## src/rtl/shift_issue_if.sv

```systemverilog
// Bundle of the upstream op, shifter command/status and writeback signals.
// The issue block sits on the slave modport and its environment sits on the master modport.
interface shift_issue_if #(
    parameter int RD_W = 5
);
    logic            op_valid;
    logic            op_ready;
    logic [1:0]      op_kind;
    logic [31:0]     op_a;
    logic [31:0]     op_b;
    logic [RD_W-1:0] op_rd;

    logic            sh_kick;
    logic            sh_lshift;
    logic            sh_unsigned;
    logic [31:0]     sh_a;
    logic [31:0]     sh_b;
    logic            sh_ready;
    logic            sh_done;
    logic [31:0]     sh_q;

    logic            wb_valid;
    logic            wb_ready;
    logic [RD_W-1:0] wb_rd;
    logic [31:0]     wb_data;
    logic            wb_err;

    logic            busy;

    modport master (
        output op_valid, op_kind, op_a, op_b, op_rd,
        input  op_ready,
        input  sh_kick, sh_lshift, sh_unsigned, sh_a, sh_b,
        output sh_ready, sh_done, sh_q,
        input  wb_valid, wb_rd, wb_data, wb_err,
        output wb_ready,
        input  busy
    );

    modport slave (
        input  op_valid, op_kind, op_a, op_b, op_rd,
        output op_ready,
        output sh_kick, sh_lshift, sh_unsigned, sh_a, sh_b,
        input  sh_ready, sh_done, sh_q,
        output wb_valid, wb_rd, wb_data, wb_err,
        input  wb_ready,
        output busy
    );
endinterface

```

## src/rtl/shift_issue.sv

```systemverilog
// Issues shift ops to an external iterative shifter and returns the result on a writeback port.
// Zero-amount and illegal ops bypass the shifter and go straight to writeback.
module shift_issue #(
    parameter int RD_W = 5
) (
    input  logic          clk,
    input  logic          reset,
    shift_issue_if.slave  bus
);
    typedef enum logic [1:0] {
        IDLE = 2'd0,
        KICK = 2'd1,
        WAIT = 2'd2,
        WB   = 2'd3
    } state_e;

    localparam logic [1:0] KIND_SLL = 2'b00;
    localparam logic [1:0] KIND_SRL = 2'b01;
    localparam logic [1:0] KIND_ILL = 2'b11;

    state_e          state_q, state_d;
    logic [31:0]     a_q, a_d;
    logic [4:0]      shamt_q, shamt_d;
    logic [1:0]      kind_q, kind_d;
    logic [RD_W-1:0] rd_q, rd_d;
    logic [31:0]     wb_data_q, wb_data_d;
    logic            wb_err_q, wb_err_d;
    logic            unused_op_b_s;

    // Only the low five bits of op_b form the shift amount.
    assign unused_op_b_s = ^bus.op_b[31:5];

    // State and datapath registers.
    always_ff @(posedge clk or posedge reset) begin
        if (reset) begin
            state_q   <= IDLE;
            a_q       <= 32'd0;
            shamt_q   <= 5'd0;
            kind_q    <= 2'b00;
            rd_q      <= '0;
            wb_data_q <= 32'd0;
            wb_err_q  <= 1'b0;
        end else begin
            state_q   <= state_d;
            a_q       <= a_d;
            shamt_q   <= shamt_d;
            kind_q    <= kind_d;
            rd_q      <= rd_d;
            wb_data_q <= wb_data_d;
            wb_err_q  <= wb_err_d;
        end
    end

    // Next-state logic.
    always_comb begin
        state_d = state_q;
        case (state_q)
            IDLE: begin
                if (bus.op_valid) begin
                    if ((bus.op_kind == KIND_ILL) || (bus.op_b[4:0] == 5'd0)) begin
                        state_d = WB;
                    end else begin
                        state_d = KICK;
                    end
                end else begin
                    state_d = IDLE;
                end
            end
            KICK: begin
                if (bus.sh_ready) begin
                    state_d = WAIT;
                end else begin
                    state_d = KICK;
                end
            end
            // sh_done was cleared by the shifter on the kick edge, so it is fresh here.
            WAIT: begin
                if (bus.sh_done) begin
                    state_d = WB;
                end else begin
                    state_d = WAIT;
                end
            end
            WB: begin
                if (bus.wb_ready) begin
                    state_d = IDLE;
                end else begin
                    state_d = WB;
                end
            end
            default: state_d = IDLE;
        endcase
    end

    // Operand capture on accept and writeback payload selection.
    always_comb begin
        a_d       = a_q;
        shamt_d   = shamt_q;
        kind_d    = kind_q;
        rd_d      = rd_q;
        wb_data_d = wb_data_q;
        wb_err_d  = wb_err_q;
        case (state_q)
            IDLE: begin
                if (bus.op_valid) begin
                    a_d     = bus.op_a;
                    shamt_d = bus.op_b[4:0];
                    kind_d  = bus.op_kind;
                    rd_d    = bus.op_rd;
                    if (bus.op_kind == KIND_ILL) begin
                        wb_data_d = 32'd0;
                        wb_err_d  = 1'b1;
                    end else if (bus.op_b[4:0] == 5'd0) begin
                        wb_data_d = bus.op_a;
                        wb_err_d  = 1'b0;
                    end else begin
                        wb_data_d = wb_data_q;
                    end
                end else begin
                    a_d = a_q;
                end
            end
            WAIT: begin
                if (bus.sh_done) begin
                    wb_data_d = bus.sh_q;
                    wb_err_d  = 1'b0;
                end else begin
                    wb_data_d = wb_data_q;
                end
            end
            default: begin
                wb_data_d = wb_data_q;
            end
        endcase
    end

    // State-decoded handshake and control outputs.
    always_comb begin
        bus.op_ready = 1'b0;
        bus.busy     = 1'b1;
        bus.sh_kick  = 1'b0;
        bus.wb_valid = 1'b0;
        case (state_q)
            IDLE: begin
                bus.op_ready = 1'b1;
                bus.busy     = 1'b0;
            end
            KICK:    bus.sh_kick  = bus.sh_ready;
            WAIT:    bus.sh_kick  = 1'b0;
            WB:      bus.wb_valid = 1'b1;
            default: bus.busy     = 1'b1;
        endcase
    end

    assign bus.sh_a        = a_q;
    assign bus.sh_b        = {27'd0, shamt_q};
    assign bus.sh_lshift   = (kind_q == KIND_SLL);
    assign bus.sh_unsigned = (kind_q == KIND_SRL);
    assign bus.wb_rd       = rd_q;
    assign bus.wb_data     = wb_data_q;
    assign bus.wb_err      = wb_err_q;
endmodule

```

## src/flat_wrapper.sv

```systemverilog
// flat-port wrapper written by rule: the top's interface ports become plain ports
module shift_issue_flat 
#(
    parameter int RD_W = 5
)
  (clk, reset, bus_op_valid, bus_op_kind, bus_op_a, bus_op_b, bus_op_rd, bus_op_ready, bus_sh_kick, bus_sh_lshift, bus_sh_unsigned, bus_sh_a, bus_sh_b, bus_sh_ready, bus_sh_done, bus_sh_q, bus_wb_valid, bus_wb_rd, bus_wb_data, bus_wb_err, bus_wb_ready, bus_busy);
  shift_issue_if #(.RD_W(RD_W)) bus_i ();
  input  logic clk;
  input  logic reset;
  input wire logic [$bits(bus_i.op_valid)-1:0] bus_op_valid;
  input wire logic [$bits(bus_i.op_kind)-1:0] bus_op_kind;
  input wire logic [$bits(bus_i.op_a)-1:0] bus_op_a;
  input wire logic [$bits(bus_i.op_b)-1:0] bus_op_b;
  input wire logic [$bits(bus_i.op_rd)-1:0] bus_op_rd;
  output wire logic [$bits(bus_i.op_ready)-1:0] bus_op_ready;
  output wire logic [$bits(bus_i.sh_kick)-1:0] bus_sh_kick;
  output wire logic [$bits(bus_i.sh_lshift)-1:0] bus_sh_lshift;
  output wire logic [$bits(bus_i.sh_unsigned)-1:0] bus_sh_unsigned;
  output wire logic [$bits(bus_i.sh_a)-1:0] bus_sh_a;
  output wire logic [$bits(bus_i.sh_b)-1:0] bus_sh_b;
  input wire logic [$bits(bus_i.sh_ready)-1:0] bus_sh_ready;
  input wire logic [$bits(bus_i.sh_done)-1:0] bus_sh_done;
  input wire logic [$bits(bus_i.sh_q)-1:0] bus_sh_q;
  output wire logic [$bits(bus_i.wb_valid)-1:0] bus_wb_valid;
  output wire logic [$bits(bus_i.wb_rd)-1:0] bus_wb_rd;
  output wire logic [$bits(bus_i.wb_data)-1:0] bus_wb_data;
  output wire logic [$bits(bus_i.wb_err)-1:0] bus_wb_err;
  input wire logic [$bits(bus_i.wb_ready)-1:0] bus_wb_ready;
  output wire logic [$bits(bus_i.busy)-1:0] bus_busy;
  assign bus_i.op_valid = bus_op_valid;
  assign bus_i.op_kind = bus_op_kind;
  assign bus_i.op_a = bus_op_a;
  assign bus_i.op_b = bus_op_b;
  assign bus_i.op_rd = bus_op_rd;
  assign bus_op_ready = bus_i.op_ready;
  assign bus_sh_kick = bus_i.sh_kick;
  assign bus_sh_lshift = bus_i.sh_lshift;
  assign bus_sh_unsigned = bus_i.sh_unsigned;
  assign bus_sh_a = bus_i.sh_a;
  assign bus_sh_b = bus_i.sh_b;
  assign bus_i.sh_ready = bus_sh_ready;
  assign bus_i.sh_done = bus_sh_done;
  assign bus_i.sh_q = bus_sh_q;
  assign bus_wb_valid = bus_i.wb_valid;
  assign bus_wb_rd = bus_i.wb_rd;
  assign bus_wb_data = bus_i.wb_data;
  assign bus_wb_err = bus_i.wb_err;
  assign bus_i.wb_ready = bus_wb_ready;
  assign bus_busy = bus_i.busy;
  shift_issue #(.RD_W(RD_W)) u_core (.clk(clk), .reset(reset), .bus(bus_i));
endmodule
```

## config.mk

```make
export PLATFORM = sky130hd
export DESIGN_NAME = shift_issue_flat
export DESIGN_NICKNAME = d
export VERILOG_FILES = /design/src/rtl/shift_issue_if.sv /design/src/rtl/shift_issue.sv /design/src/flat_wrapper.sv
export SDC_FILE = /design/constraint.sdc
export NUM_CORES = 1
export LEC_CHECK = 0
export CAP_MARGIN = 25
export CORE_MARGIN = 3
export CORE_UTILIZATION = 41
export CTS_BUF_LIST = sky130_fd_sc_hd__clkbuf_2
export CTS_CLUSTER_SIZE = 16
export DETAILED_ROUTE_END_ITERATION = 10
export GPL_ROUTABILITY_DRIVEN = 0
export PLACE_DENSITY = 0.87
export SYNTH_ARGS = -nofsm -noshare
export SYNTH_HDL_FRONTEND = slang
export SYNTH_SLANG_ARGS = --single-unit
```

## constraint.sdc

```tcl
create_clock -name clk -period 4.2 [get_ports clk]
set_input_delay 0.42 -clock clk [delete_from_list [all_inputs] [get_ports clk]]
set_output_delay 0.42 -clock clk [all_outputs]
set_load 0.05 [all_outputs]
```

Yosys cells after proc, flatten, opt, wreduce, memory -nomap -nowiden --
Index checks and enable logic that the tools add are counted.
Cells by class: eq/ne operators 8, mux-type cells 20, reductions and logical operators 7
Operators with widths (count):
- 2-to-1 mux 32 bit | 4
- case mux 32 bit (2 select lines) | 1
- 2-to-1 mux 1 bit | 9
- 2-to-1 mux 2 bit | 4
- case mux 2 bit (4 select lines) | 1
- == test 2 bit (second input constant) | 3
- logical NOT 5 bit | 1
- == test 2 x 1 -> 1 bit (second input constant) | 2
- logical NOT 2 bit | 2
- inequality test 2 bit (second input constant) | 2
- AND reduction 4 bit | 1
- inequality test 3 x 1 -> 1 bit (second input constant) | 1
- case mux 1 bit (2 select lines) | 1
- AND reduction 2 bit | 1
- nonzero test 2 bit | 1
- logical OR 1 bit | 1
Word-level totals: flip-flop bits (word level) 79, bits of input ports 109, output and inout port bits 108, logic and storage cells 42

Depth between registers and ports, before layout --
word-level depth 5, gate-level depth with buffers 6, mapped depth without buffers 4

Worst setup path before layout --
Ideal clock, no wire load.
path kind input to register, start point in bus_op_valid, end point reg u_core.wb_data_q[10], in the netlist u_core.bus.wb_data[10], setup time 0.125 ns, arrival time 1.582 ns, data required time 4.075 ns, slack 2.494 ns, stages on the path 5, buffers on the path 2, cell sequence nor3b_1 > buf_4 > a221oi_4 > buf_6 > mux2_2
On the way: longest elaborated chain between the ends 2
Ends and longest elaborated chain:
- start: declaration | RTL line flat_wrapper.sv:10 | input wire logic [$bits(bus_i.op_valid)-1:0] bus_op_valid;
- inequality test 2 bit (no line)
- AND reduction 4 bit (no line)
- end signal: assignment | RTL line shift_issue.sv:49 | wb_data_q <= wb_data_d;
- end: declaration | RTL line shift_issue.sv:26 | logic [31:0] wb_data_q, wb_data_d;
No other way between the ends. A chain may end at the register's enable or synchronous reset.

Worst setup path in the final report --
start point reg u_core.state_q[0], end point out bus_op_ready
On the way: longest elaborated chain between the ends 2
Ends and longest elaborated chain:
- start: declaration | RTL line shift_issue.sv:21 | state_e state_q, state_d;
- start signal: assignment | RTL line shift_issue.sv:44 | state_q <= state_d;
- logical NOT 2 bit | RTL line shift_issue.sv:143 | case (state_q)
- 2-to-1 mux 1 bit | RTL line shift_issue.sv:143
- end: declaration | RTL line flat_wrapper.sv:15 | output wire logic [$bits(bus_i.op_ready)-1:0] bus_op_ready;
No other way between the ends.

==> reports/qor.yml <==
timing:
  setup_tns_ps: 0
  setup_ws_ps: 1605
  maxSlewHeadroom_pct: 45.60
  clock.fmax_mhz: 385.4
  finClkSkew_ps: 25.42
  setup_viol: 0
  period_share_pct: 61.77
  hold_viol: 0
  slew_viol_final: 0
  max_slew.worst_pin.slew_ps: 815.1
  rsz0062_at_grt: "no"
  finalCriticalPeriod_ps: 2595
yosys:
  avgSynthCellArea_um2: 13.94
  netlist-cell-type-count: 23
  synth.top_cell.area_share_pct: 55.40
  synth_area_mm2: 0.003568
  synth_edf_count: 0
  async_flop_share_pct: 100.0
  ys_ff_latch: 79
  synth_area_leaders: "dfrtp_1, mux2_2, a22o_1, buf_4, buf_6"
  yosysWarnings: 0
  seq_area_frac_synth_pct: 55.40
  yosysMostFrequentCell: "dfrtp_1"
  synth_top_cell_by_area: "dfrtp_1"
  synth_ff_type: "dfrtp_1"
  synthTopCellsByCount: "dfrtp_1, mux2_2, a22o_1, buf_4"
  synthCells: 256
cts:
  numCtsBuffers: 9
  htreeDepth: 3
  post_cts_buffers: 0
  cts.sinks: 79
  clock_latency_ps: 490
  clk_pin_slew_worst_paths_ps: 200
  clockBufferDepth: 2
  cts_tree: "yes"
  cts_resized: 0
  holdBufCountCts: 0
  clock_tree.root_cell: "clkbuf_2"
global_route:
  grtUsageMet1_pct: 21.35
  busiest_layer: "met2"
  grt_pass1_vias: 2872
  grt_first_pass_wirelength_um: 14500
  grt_usage_pct: 18.58
  grt.met3_usage_pct: 5.470
  antenna_found_initial: 0
  gr-usage-met2_pct: 33.16
  overflow: 0
  grt_max_degree: 57
power_and_ir_drop:
  p_per_area_mw_per_mm2: 919.8
  clock_power_share_pct: 6.5
  p_seq_share_pct: 27.5
  power.internal_mw: 2.426
  vdd_drop_max_mv: 0.4841
  leakage_nw: 2.299
  combPwrFrac_pct: 66.0
  switching_share_pct: 50.12
  switchingPower_mw: 2.437
floorplanning:
  ios: 217
  row_count: 33
  die_h_um: 99.29
  start_util_pct: 42.78
  die_x_um: 99.29
  dieArea_mm2: 0.009859
  core_area_mm2: 0.008341
job:
  drv_cap: 0
worst_setup_path:
  crit_path_end_kind: "output pin"
  cp_data_arrival_time_ps: 2170
  cp_cell_sequence: "or2_2 > inv_1 > clkdlybuf4s50_1"
  crit_fanout: 8
  cp.required_ps: 3780
  slowest_stage: "clkdlybuf4s50_1"
  cp-start-kind: "register"
  crit_type: "register to output pin"
  max_stage_delay_ps: 790
place:
  placed_area_mm2: 0.005189
  portBuffers: 162
  dp_hpwl_um: 6594
  preCtsSetupSlack_ps: 1669
final_layout:
  syn_to_final_growth_pct: 48.14
  stdcell_area_mm2: 0.005286
  finalNetCount: 530
  antennaDiodeCount: 0
  drive_gt1_share_pct: 24.29
drt:
  routedWlPerCell_um: 16.71
  drtPass1Iterations: 4
  wirelength_um: 8841
  vias: 2614
  via_per_inst: 4.941
  drc: 0
  first_iter_violations: 53
  ant_nets: 0
run_status:
  outcome: "completed"
min_path:
  min_path_type: "primary input to async pin"
state kept, by name, indices dropped and copies added, names as in the netlist:
register	cells
u_core.bus.wb_rd	5
u_core.shamt_q	5
u_core.bus.wb_data	32
u_core.kind_q	2
u_core.state_q	2
u_core.bus.wb_err	1
u_core.bus.sh_a	32
per-stage QoR:
step	total power, mW	util (%)	hold WS (ps)	instances
global route	5.110	63.38	13.33	529
CTS	4.917	63.05	409.1	528
floorplan	3.548	-	496.1	282
finish	4.863	63.38	95.48	529
global placement	4.520	62.21	473.8	514
detailed placement	4.594	62.21	490.4	514
per-layer routing:
metal  wire length, µm  up-vias
met5                 0        -
li1                  -     1191
met1              3402     1294
met4               117        0
met2              4587      118
met3               734       11
kinds of logic (layout without fill, tap and decap cells):
group | Yosys count | count (layout) | share of synthesized area (%)
flops | 79 | 79 | 55.40
compound gates | 38 | 38 | 9.362
mux | 76 | 76 | 23.98
other cells | 1 | 27 | 0.1051
buf+inv | 44 | 186 | 8.590
simple gates | 18 | 18 | 2.560
cell type report:
type,instances,area (µm²)
repair buffers,170,1702
clock inverters,2,10.01
fillers,652,3054
well taps,105,131.4
inverters,2,8.758
flip-flops and latches,79,1977
clock buffers,12,60.06
multi-input cells,159,1398
worst paths after layout:
path / start / endpoint / slack, ps / cells after the start
max in group asynchronous: reset / u_core.bus.sh_a[6]$_DFFE_PP0P_ / 3230 / 4
max reg2reg: u_core.state_q[0]$_DFF_PP0_ / u_core.bus.wb_data[9]$_DFFE_PP0P_ / 2080 / 6
min in group clk: u_core.bus.wb_data[18]$_DFFE_PP0P_ / u_core.bus.wb_data[18]$_DFFE_PP0P_ / 530 / 1
min reg2reg: u_core.bus.wb_data[18]$_DFFE_PP0P_ / u_core.bus.wb_data[18]$_DFFE_PP0P_ / 530 / 1
max: u_core.state_q[0]$_DFF_PP0_ / bus_op_ready / 1610 / 3
min: reset / u_core.bus.wb_data[4]$_DFFE_PP0P_ / 100 / 2
cell usage in the layout (no fill, tap or decap), types with 2 or more instances in the layout:
| cell | n |
|---|---|
| clkinv_2 | 3 |
| and2_1 | 2 |
| buf_4 | 7 |
| dfrtp_1 | 79 |
| a22o_1 | 32 |
| o21ai_0 | 3 |
| conb_1 | 27 |
| nand2_1 | 5 |
| nor2_1 | 3 |
| clkdlybuf4s50_1 | 162 |
| clkbuf_2 | 12 |
| mux2_2 | 75 |
power by group through the flow:
stage / clock [mW] / combinational (mW) / sequential [mW]
2_1_floorplan: 0 / 0.956 / 2.59
3_3_place_gp: 0 / 3.18 / 1.34
3_5_place_dp: 0 / 3.23 / 1.37
4_1_cts: 0.337 / 3.24 / 1.34
5_1_grt: 0.368 / 3.35 / 1.39
6_report: 0.318 / 3.21 / 1.34
critical path: cells and delay by family (launching register included):
family	cells	cell delay, ps
flip-flops	1	520
buffers and inverters	2	850
AND/OR/NAND/NOR	1	330
Note: power is estimated with default switching activity, not from simulation.
